<file path="src/rtl/mem_resp_pkg.sv">
// Shared types and constants for the MAR/MDR memory responder.
package mem_resp_pkg;

  typedef enum logic [1:0] {
    S_IDLE   = 2'd0,
    S_ACCESS = 2'd1,
    S_DONE   = 2'd2
  } state_t;

  typedef enum logic {
    OP_RD = 1'b0,
    OP_WR = 1'b1
  } op_t;

  localparam int unsigned WAIT_CYCLES_DEF = 2;
  localparam int unsigned CNT_W           = 4;

endpackage

</file>
<file path="src/rtl/mem_resp.sv">
// Memory-side responder: single-word read/write from MAR/MDR to a synchronous
// SRAM with a fixed number of wait states; reads return on mdrin with rc.
module mem_resp
  import mem_resp_pkg::*;
#(
  parameter int unsigned AW          = 16,
  parameter int unsigned DW          = 16,
  parameter int unsigned WAIT_CYCLES = WAIT_CYCLES_DEF
) (
  input  logic          clk,
  input  logic          rstn,
  input  logic          req_rd,
  input  logic          req_wr,
  input  logic [15:0]   mar,
  input  logic [DW-1:0] mdr,
  output logic [DW-1:0] mdrin,
  output logic          rc,
  output logic          done,
  output logic          busy,
  output logic [AW-1:0] sram_addr,
  output logic [DW-1:0] sram_wdata,
  input  logic [DW-1:0] sram_rdata,
  output logic          sram_ce,
  output logic          sram_we,
  output logic          sram_oe
);

  state_t           state, state_d;
  op_t              op, op_d;
  logic [CNT_W-1:0] cnt, cnt_d;
  logic             accept;
  logic             finish;

  always_ff @(posedge clk or negedge rstn) begin
    if (!rstn) begin
      state      <= S_IDLE;
      op         <= OP_RD;
      cnt        <= '0;
      sram_addr  <= '0;
      sram_wdata <= '0;
      mdrin      <= '0;
      rc         <= 1'b0;
      done       <= 1'b0;
    end else begin
      state <= state_d;
      op    <= op_d;
      cnt   <= cnt_d;
      if (accept) begin
        sram_addr  <= mar[AW-1:0];
        sram_wdata <= mdr;
      end
      if (finish && op == OP_RD) begin
        mdrin <= sram_rdata;
      end
      // rc/done are set on the last ACCESS edge, so they cover exactly the DONE cycle.
      rc   <= finish && (op == OP_RD);
      done <= finish;
    end
  end

  always_comb begin
    state_d = state;
    op_d    = op;
    cnt_d   = cnt;
    accept  = 1'b0;
    finish  = 1'b0;
    case (state)
      S_IDLE: begin
        if (req_wr || req_rd) begin
          accept  = 1'b1;
          op_d    = req_wr ? OP_WR : OP_RD;
          cnt_d   = CNT_W'(WAIT_CYCLES);
          state_d = S_ACCESS;
        end
      end
      S_ACCESS: begin
        if (cnt == '0) begin
          finish  = 1'b1;
          state_d = S_DONE;
        end else begin
          cnt_d = cnt - CNT_W'(1);
        end
      end
      S_DONE:  state_d = S_IDLE;
      default: state_d = S_IDLE;
    endcase
  end

  assign busy    = (state != S_IDLE);
  assign sram_ce = (state == S_ACCESS);
  assign sram_oe = sram_ce && (op == OP_RD);
  assign sram_we = sram_ce && (op == OP_WR);

endmodule

</file>
<file path="config.mk">
export PLATFORM = sky130hd
export DESIGN_NAME = mem_resp
export DESIGN_NICKNAME = d
export VERILOG_FILES = /design/src/rtl/mem_resp_pkg.sv /design/src/rtl/mem_resp.sv
export SDC_FILE = /design/constraint.sdc
export NUM_CORES = 1
export LEC_CHECK = 0
export CAP_MARGIN = 25
export CORE_MARGIN = 2
export CORE_UTILIZATION = 41
export DETAILED_ROUTE_END_ITERATION = 10
export PLACE_DENSITY = 0.8
export SLEW_MARGIN = 25
export SYNTH_ARGS = -nofsm -noshare
export SYNTH_HDL_FRONTEND = slang
export SYNTH_SLANG_ARGS = --single-unit
</file>
<file path="constraint.sdc">
create_clock -name clk -period 2.8 [get_ports clk]
set_input_delay 0.56 -clock clk [delete_from_list [all_inputs] [get_ports clk]]
set_output_delay 0.56 -clock clk [all_outputs]
set_load 0.03 [all_outputs]
</file>
### After elaboration in Yosys (flattened, before gate mapping)

Cells that the tools add are included.

| word-level totals | value |
|---|---|
| register bits after elaboration | 57 |
| bits of input ports | 52 |
| output and inout port bits | 54 |

| cells by class | value |
|---|---|
| add/subtract/negate cells | 1 |
| equal/unequal tests | 4 |
| mux-type cells | 11 |
| bitwise gates (word level) | 1 |
| reductions and logical operators | 11 |

Operator list:

| kind | number |
|---|---|
| $mux W4 | 2 |
| $pmux W4 S2 | 1 |
| $mux W1 | 5 |
| $logic_not A4 Y1 | 1 |
| $mux W2 | 2 |
| $ne A2 B2 Y1 const B | 2 |
| $pmux W2 S2 | 1 |
| $reduce_and A2 Y1 | 2 |
| $reduce_bool A2 Y1 | 2 |
| $sub A4 B1 Y4 const B | 1 |
| $logic_and A1 B1 Y1 | 3 |
| $reduce_and A3 Y1 | 1 |
| $eq A2 B1 Y1 const B | 1 |
| $logic_not A2 Y1 | 1 |
| $ne A2 B1 Y1 const B | 1 |
| $logic_or A1 B1 Y1 | 1 |
| $not A1 Y1 | 1 |

### Logic depth before layout (Yosys ltp)

Gate-level depths: netlist of the first run.

| logic depth | value |
|---|---|
| depth after elaboration | 4 |
| mapped depth | 7 |
| depth with buffers taken out | 5 |

### Worst setup path before layout of the first run

Ideal clock, no wire load.

| path | value |
|---|---|
| path kind | register -> register |
| from | register cnt[0] |
| to | register mdrin[10] |
| arrival | 1.914 ns |
| slack | 0.761 ns |
| cell stages (with the launch flop) | 8 |
| clock period less this slack | 2.039 ns |
| path through | dfrtp_1 -> inv_1 -> ha_1 -> or3b_4 -> or3_1 -> buf_6 -> buf_12 -> mux2_4 |

| on the way | value |
|---|---|
| longest elaborated chain between the ends | 4 |

Ends and longest elaborated chain:

| item | line | RTL |
|---|---|---|
| start: declaration | mem_resp.sv:30 | `logic [CNT_W-1:0] cnt, cnt_d;` |
| start signal: assignment | mem_resp.sv:47 | `cnt <= cnt_d;` |
| $logic_not A4 Y1 | mem_resp.sv:77 | `if (cnt == '0) begin` |
| $mux W1 | mem_resp.sv:77 |  |
| $mux W1 | mem_resp.sv:67 | `case (state)` |
| $logic_and A1 B1 Y1 | mem_resp.sv:52 | `if (finish && op == OP_RD) begin` |
| end signal: assignment | mem_resp.sv:53 | `mdrin <= sram_rdata;` |
| end: declaration | mem_resp.sv:16 | `output logic [DW-1:0] mdrin,` |

No other way between the ends.
A chain may end at the register's enable or synchronous reset.

### Worst setup path in the final report of the first run

| path | value |
|---|---|
| from | register state[1] |
| to | output port sram_we |

| on the way | value |
|---|---|
| longest elaborated chain between the ends | 2 |

Ends and longest elaborated chain:

| item | line | RTL |
|---|---|---|
| start: declaration | mem_resp.sv:28 | `state_t state, state_d;` |
| start signal: assignment | mem_resp.sv:45 | `state <= state_d;` |
| $eq A2 B1 Y1 | mem_resp.sv:90 | `assign sram_ce = (state == S_ACCESS);` |
| $logic_and A1 B1 Y1 | mem_resp.sv:92 | `assign sram_we = sram_ce && (op == OP_WR);` |
| end: declaration | mem_resp.sv:24 | `output logic sram_we,` |

No other way between the ends.

==> impl_results.md, run 1 <==
- Run status: finished clean
- WL per Instance: 14.2 um
- Fin Setup TNS: 0 ns
- Routability Congestion: 0.908
- DRT antenna net count: 0
- Reg power frac: 30.7%
- Slew @ Worst Pin: 0.846 ns
- Detailed Place HPWL: 3540 um
- Commonest cells in the netlist: 57 x dfrtp_1, 39 x mux2_2, 9 x mux2_4
- Clk_lat worst skew: 0.33 ns
- Post-Layout Inst Area: 3560 sq um
- RSZ-0062 raised after global routing: false
- Met3 usage: 4.94%
- Max Cap Viol: 0
- Post-Place Cell Area: 3390 sq um
- HP Class: input port to async pin
- Net Count, Synth: 203
- Max VDD drop: 0.738 mV
- Critical-path maximum fanout: 9
- Register-to-register setup slack: 0.47 ns
- Synth area leaders: dfrtp_1 63%, mux2_2 19%, mux2_4 6.0%
- YS warnings: 0
- Leak Pwr: 1.54 nW
- Critical path arrival: 1.97 ns
- Relative slew slack: 43.6%
- Die Ht: 78.3 um
- Setup bufs post-CTS: 0
- Synth Instances: 149
- Total number of vias: 1,605
- CTS root buf: clkbuf_8
- Num ports: 106
- Setup violators final: 0
- Ys async rst share: 100%
- Final hold vios: 0
- Cell internal pwr: 2.86 mW
- Post-synthesis cell area: 2260 sq um
- Post-synth EDFFs: 0
- Switching pwr: 1.87 mW
- Met2 GRT Util: 25.7%
- Aggregate global routing overflow: 0
- CTS tree: yes
- Largest net degree at the start of global routing: 35
- Avg Inst Size Synth: 15.2 sq um
- Comb pwr share: 55.2%
- Final Slew Violations: 0
- Initial antenna violation count: 0
- TritonRoute pass-1 iters: 4
- I/O Buffers: 105
- Unique cell type count in the Yosys netlist: 26
- # rows: 27
- Power per cell area: 1330 nW/um^2
- Post-layout power: 4.73 mW
- Sink Count: 57
- WS Path Type: register to primary output
- Dominant cell type by area after synthesis: dfrtp_1
- WL final: 4840 um
- Nets: 317
- DRC Markers: 0
- Number of antenna cells inserted: 0
- CTS buffer count: 9
- DRT iter0 DRCs: 71
- Fillers: 420
- Share of post-route cells with drive strength above 1: 26.1%
- Final period utilization: 90.2%
- Fin Clk Skew: 0.00637 ns
- Critical Path End Type: primary output
- Placed Instances: 324
- H-tree depth: 3
- Required @ worst endpoint: 2.24 ns
- Count leader, synth: dfrtp_1
- Area grow syn2layout: 57.3%
- Clock Path Buffers: 2
- Global-route wire length before repair: 7850 um
- Global-route usage over all layers: 16.6%
- Final std cells w/o fill: 340
- Post-CTS sizing: 0
- CTS Hold Buffers Added: 0
- Core Box Area: 5410 sq um
- Vias in the first global route: 1,680
- Switch share: 39.5%
- Area share of the largest cell type after synthesis: 63.0%
- Most Crowded Layer GR: met2
- Reg clk slew, reported paths: 0.06 ns
- Crit path launch type: register
- Crit path time final: 2.53 ns
- Met1 Track Usage GR: 20.9%
- Vias/cell: 4.72
- Seq cells post-synth: 57
- Initial core utilization: 41.9%
- Die Width: 78.3 um
- Sequential-to-total area share from yosys stat: 63.0%
- Register Area: 1430 sq um
- Clk pwr share: 14.1%
- Area of the multi-input gates: 773 sq um
- F_max: 0.396 GHz
- Die footprint: 6130 sq um
- Main synth FF type: dfrtp_1
==> cell families after synthesis <==
| kind of cell | Yosys count | synth area share (%) |
|---|---|---|
| flip-flops | 57 | 63.0 |
| multiplexers | 48 | 25.4 |
| AND/OR/NAND/NOR | 22 | 5.08 |
| buffers and inverters | 12 | 3.20 |
| AO/OA/AOI/OAI | 8 | 2.27 |
| adder cells (fa/ha/maj) | 2 | 1.10 |
==> routing by layer <==
layer | wire length, um | part of all wire, %
met1 | 2210 | 46
met2 | 2190 | 45
met3 | 340 | 7.0
met4 | 101 | 2.1
met5 | 0 | 0
==> worst paths after layout <==
| check | start | end | cells past startpoint |
|---|---|---|---|
| setup / recovery | state[1] | sram_we | 4 |
| min in group clk | sram_addr[1] | sram_addr[1] | 1 |
| hold / removal | rstn | mdrin[5] | 2 |
| hold reg to reg | sram_addr[1] | sram_addr[1] | 1 |
| max in group asynchronous | rstn | sram_addr[13] | 2 |
| setup reg to reg | cnt[0] | mdrin[13] | 5 |
==> area by class of cell <==
class | instances | share of cell area, %
Clock inverter | 3 | 0.421
Multi-Input combinational cell | 80 | 21.7
Clock buffer | 13 | 4.46
Sequential cell | 57 | 40.0
Tap cell | 72 | 2.53
Inverter | 6 | 0.632
Timing Repair Buffer | 109 | 30.2
==> critical path: stages, from the launching register on <==
cell and delay [ns]:
dfrtp_1 0.38, nand2b_1 0.27, inv_1 0.19, and2_1 0.14, clkdlybuf4s50_1 0.66
==> metrics by stage <==
stage          hold WS, ns  util, %  setup WS (ns)
2_1_floorplan        0.264        -          0.761
3_3_place_gp         0.488     62.7          0.542
3_5_place_dp         0.491     62.7          0.477
4_1_cts              0.219     65.9          0.255
5_1_grt              0.244     65.9          0.179
6_report             0.220     65.9          0.274
==> power by group through the flow <==
stage	clock network (mW)	registers, mW	logic, mW
after floorplan	0	2.18	0.856
after global placement	0	1.45	2.59
after detailed placement	0	1.47	2.63
after CTS	0.700	1.45	2.64
after global routing	0.727	1.50	2.74
final	0.669	1.45	2.61
==> cell usage in the layout, fill, tap and decap left out <==
cell             netlist  routed
clkinv_2               0       3
or3_1                  1       1
nor3_1                 2       2
and2_1                 1       1
dfrtp_1               57      57
nor2_1                 8       7
a22o_1                 1       1
a21oi_1                1       1
mux2_4                 9       9
mux2_2                39      39
nor2_4                 0       1
inv_1                  6       6
o22ai_1                1       1
buf_4                  0       4
buf_2                  3       1
clkbuf_8               0      11
o211ai_1               1       1
o21ai_0                3       3
nor2b_1                1       1
nor3b_1                1       1
clkdlybuf4s50_1        0     104
ha_1                   2       2
nand2_1                2       2
nand3_1                3       3
or4_2                  1       1
clkbuf_1               1       2
or3b_4                 1       1
o31a_1                 1       1
nand2b_1               1       1
==> registers in the layout (all words and copies together), names as in the netlist <==
signal      count
mdrin          16
sram_addr      16
sram_wdata     16
cnt             4
state           2
done            1
op              1
rc              1
(Power assumes the default switching activity.)
==> run 2: changes to the inputs <==
--- a/config.mk
+++ b/config.mk
@@ -5,10 +5,11 @@
 export SDC_FILE = /design/constraint.sdc
 export NUM_CORES = 1
 export LEC_CHECK = 0
-export CAP_MARGIN = 25
+export CAP_MARGIN = 20
 export CORE_MARGIN = 2
 export CORE_UTILIZATION = 41
 export DETAILED_ROUTE_END_ITERATION = 10
+export HOLD_SLACK_MARGIN = 0.03
 export PLACE_DENSITY = 0.8
 export SLEW_MARGIN = 25
 export SYNTH_ARGS = -nofsm -noshare
==> constraint.sdc (replaced) <==
create_clock -name clk -period 2.78 [get_ports clk]
set_input_delay 0.556 -clock clk [delete_from_list [all_inputs] [get_ports clk]]
set_output_delay 0.556 -clock clk [all_outputs]
set_load 0.03 [all_outputs]
==> run 2 against run 1 <==
  * Final area grew 0.74%
  * Setup slack lost 0.019 ns
  * Largest cell class unchanged
  * Clock power grew 11%
  * Sequential share of layout area shrank 0.29 points
  * Register-to-register slack lost 0.02 ns
  * Critical path depth is the same
  * Hold slack gained 0.035 ns
  * Non-clock buffer count shrank 1
  * Cell count shrank 0.29%
  * Combinational power is essentially flat
  * Power grew 2.2%
  * First-iteration DRC count shrank 28%
==> impl_results.md, run 2 (same netlist as run 1, synthesis figures left out) <==
- Run status: finished clean
- DRT iter0 DRCs: 51 (-28%)
- Largest net degree at the start of global routing: 32 (-8.6%)
- Routability Congestion: 0.871 (-4.1%)
- DRT antenna net count: 0 (unchanged)
- Final Util: 66.4% (+0.49 points)
- Die Ht: 78.3 um (unchanged)
- Fin Clk Skew: 0.00399 ns (-0.00238 ns)
- Fin Setup TNS: 0 ns (unchanged)
- Aggregate global routing overflow: 0 (unchanged)
- Vias/cell: 4.72 (about the same)
- Number of antenna cells inserted: 0 (unchanged)
- Final period utilization: 90.8%
- Initial antenna violation count: 0 (unchanged)
- F_max: 0.396 GHz
- Global-route wire length before repair: 7800 um (-0.61%)
- H-tree depth: 3 (unchanged)
- Total number of vias: 1,599 (-0.37%)
- Worst setup path start: state[1]
- RSZ-0062 raised after global routing: false
- CTS tree: yes
- WS Path Type: register to primary output
- Clock Path Buffers: 2 (unchanged)
- I/O Buffers: 105 (unchanged)
- Clk_lat worst skew: 0.32 ns (about the same)
- Leak Pwr: 1.55 nW (+0.55%)
- DRC Markers: 0 (unchanged)
- # rows: 27 (unchanged)
- Final Slew Violations: 0 (unchanged)
- HP Class: input port to async pin
- CTS Hold Buffers Added: 0 (unchanged)
- Most common cell after layout, fill and taps aside: clkdlybuf4s50_1
- Initial core utilization: 41.9% (unchanged)
- Fillers: 396 (-5.7%)
- Die Width: 78.3 um (unchanged)
- Crit path launch type: register
- Sink Count: 57 (unchanged)
- Area grow syn2layout: 58.5%
- Global-route usage over all layers: 16.5% (-0.15 points)
- CTS buffer count: 9 (unchanged)
- Slew @ Worst Pin: 0.848 ns (+0.00230 ns)
- Critical path arrival: 1.97 ns (about the same)
- TritonRoute pass-1 iters: 4 (unchanged)
- Crit path time final: 2.53 ns
- Critical Path End Type: primary output
- Critical-path maximum fanout: 9 (unchanged)
- Nets: 316 (-0.32%)
- WL per Instance: 14.1 um (-1.1%)
- Share of post-route cells with drive strength above 1: 26.6% (+0.47 points)
- Die footprint: 6130 sq um (unchanged)
- Post-CTS sizing: 0 (unchanged)
- Max VDD drop: 0.590 mV (-20%)
- Required @ worst endpoint: 2.22 ns (-0.02 ns)
- Num ports: 106 (unchanged)
- Vias in the first global route: 1,693 (+0.77%)
- Power per cell area: 1350 nW/um^2 (+1.4%)
- CTS root buf: clkbuf_8
- WL final: 4780 um (-1.3%)
- Max Cap Viol: 0 (unchanged)
- Core Box Area: 5410 sq um (unchanged)
- Setup bufs post-CTS: 0 (unchanged)
- Reg-to-reg startpoint: cnt[0]
- Relative slew slack: 43.5% (-0.15 points)
- Detailed Place HPWL: 3540 um (about the same)
- Setup violators final: 0 (unchanged)
- Most frequent cells in the layout: 104 x clkdlybuf4s50_1, 57 x dfrtp_1, 39 x mux2_2
- Reg clk slew, reported paths: 0.06 ns (about the same)
- Largest regs: mdrin x16, sram_addr x16, sram_wdata x16
- Final hold vios: 0 (unchanged)
-- run 2: changes by cell type in the layout (fill, tap and decap cells not counted), sizes merged --
cell      change
clkinv        +1
buf           -1
bufinv        +1
clkinvlp      +1
clkbuf        -3
-- run 2: cell type report --
class | instances | area, sq um | share of cell area, %
Sequential cell | 57 | 1430 | 39.7
Inverter | 6 | 22.5 | 0.628
Clock buffer | 10 | 138 | 3.84
Clock inverter | 6 | 57.6 | 1.60
Timing Repair Buffer | 108 | 1080 | 30.1
Tap cell | 72 | 90.1 | 2.51
Multi-Input combinational cell | 80 | 773 | 21.5
-- run 2: path summary, 6_finish.rpt --
| kind | to | cells past startpoint | slack, ns |
|---|---|---|---|
| max | sram_we | 4 | 0.25 |
| min | mdrin[1] | 1 | 0.25 |
| max reg2reg | mdrin[12] | 5 | 0.45 |
| min reg2reg | mdrin[2] | 1 | 0.50 |
| max in group asynchronous | sram_addr[14] | 2 | 1.94 |
| min in group clk | mdrin[2] | 1 | 0.50 |
-- run 2: where the power goes --
part,internal (mW),total (mW),switching (mW)
combinational,1.27,2.62,1.36
clock,0.431,0.743,0.312
sequential,1.25,1.47,0.220
-- run 2: critical path, stage by stage, from the launching register on --
cell and delay [ns]:
dfrtp_1 0.39, nand2b_1 0.27, inv_1 0.19, and2_1 0.14, clkdlybuf4s50_1 0.66
-- run 2: per-stage QoR --
| step | cells | total power, mW | setup slack [ns] | instance area (sq um) | hold WS [ns] |
|---|---|---|---|---|---|
| final | 339 | 4.83 | 0.254 | 3590 | 0.255 |
| after detailed placement | 323 | 4.13 | 0.447 | 3390 | 0.493 |
| after floorplan | 149 | 3.06 | 0.741 | 2260 | 0.260 |
| after global placement | 323 | 4.07 | 0.514 | 3390 | 0.488 |
| after CTS | 339 | 4.89 | 0.236 | 3590 | 0.267 |
| after global routing | 339 | 5.09 | 0.162 | 3590 | 0.294 |
-- run 2: per-layer routing --
metal  track usage, %  part of all wire [%]  up-vias
li1                 -                     -      741
met1             21.1                    46      773
met2             25.3                    45       80
met3             6.21                   8.2        5
met4             6.84                  0.48        0
met5                0                     0        -
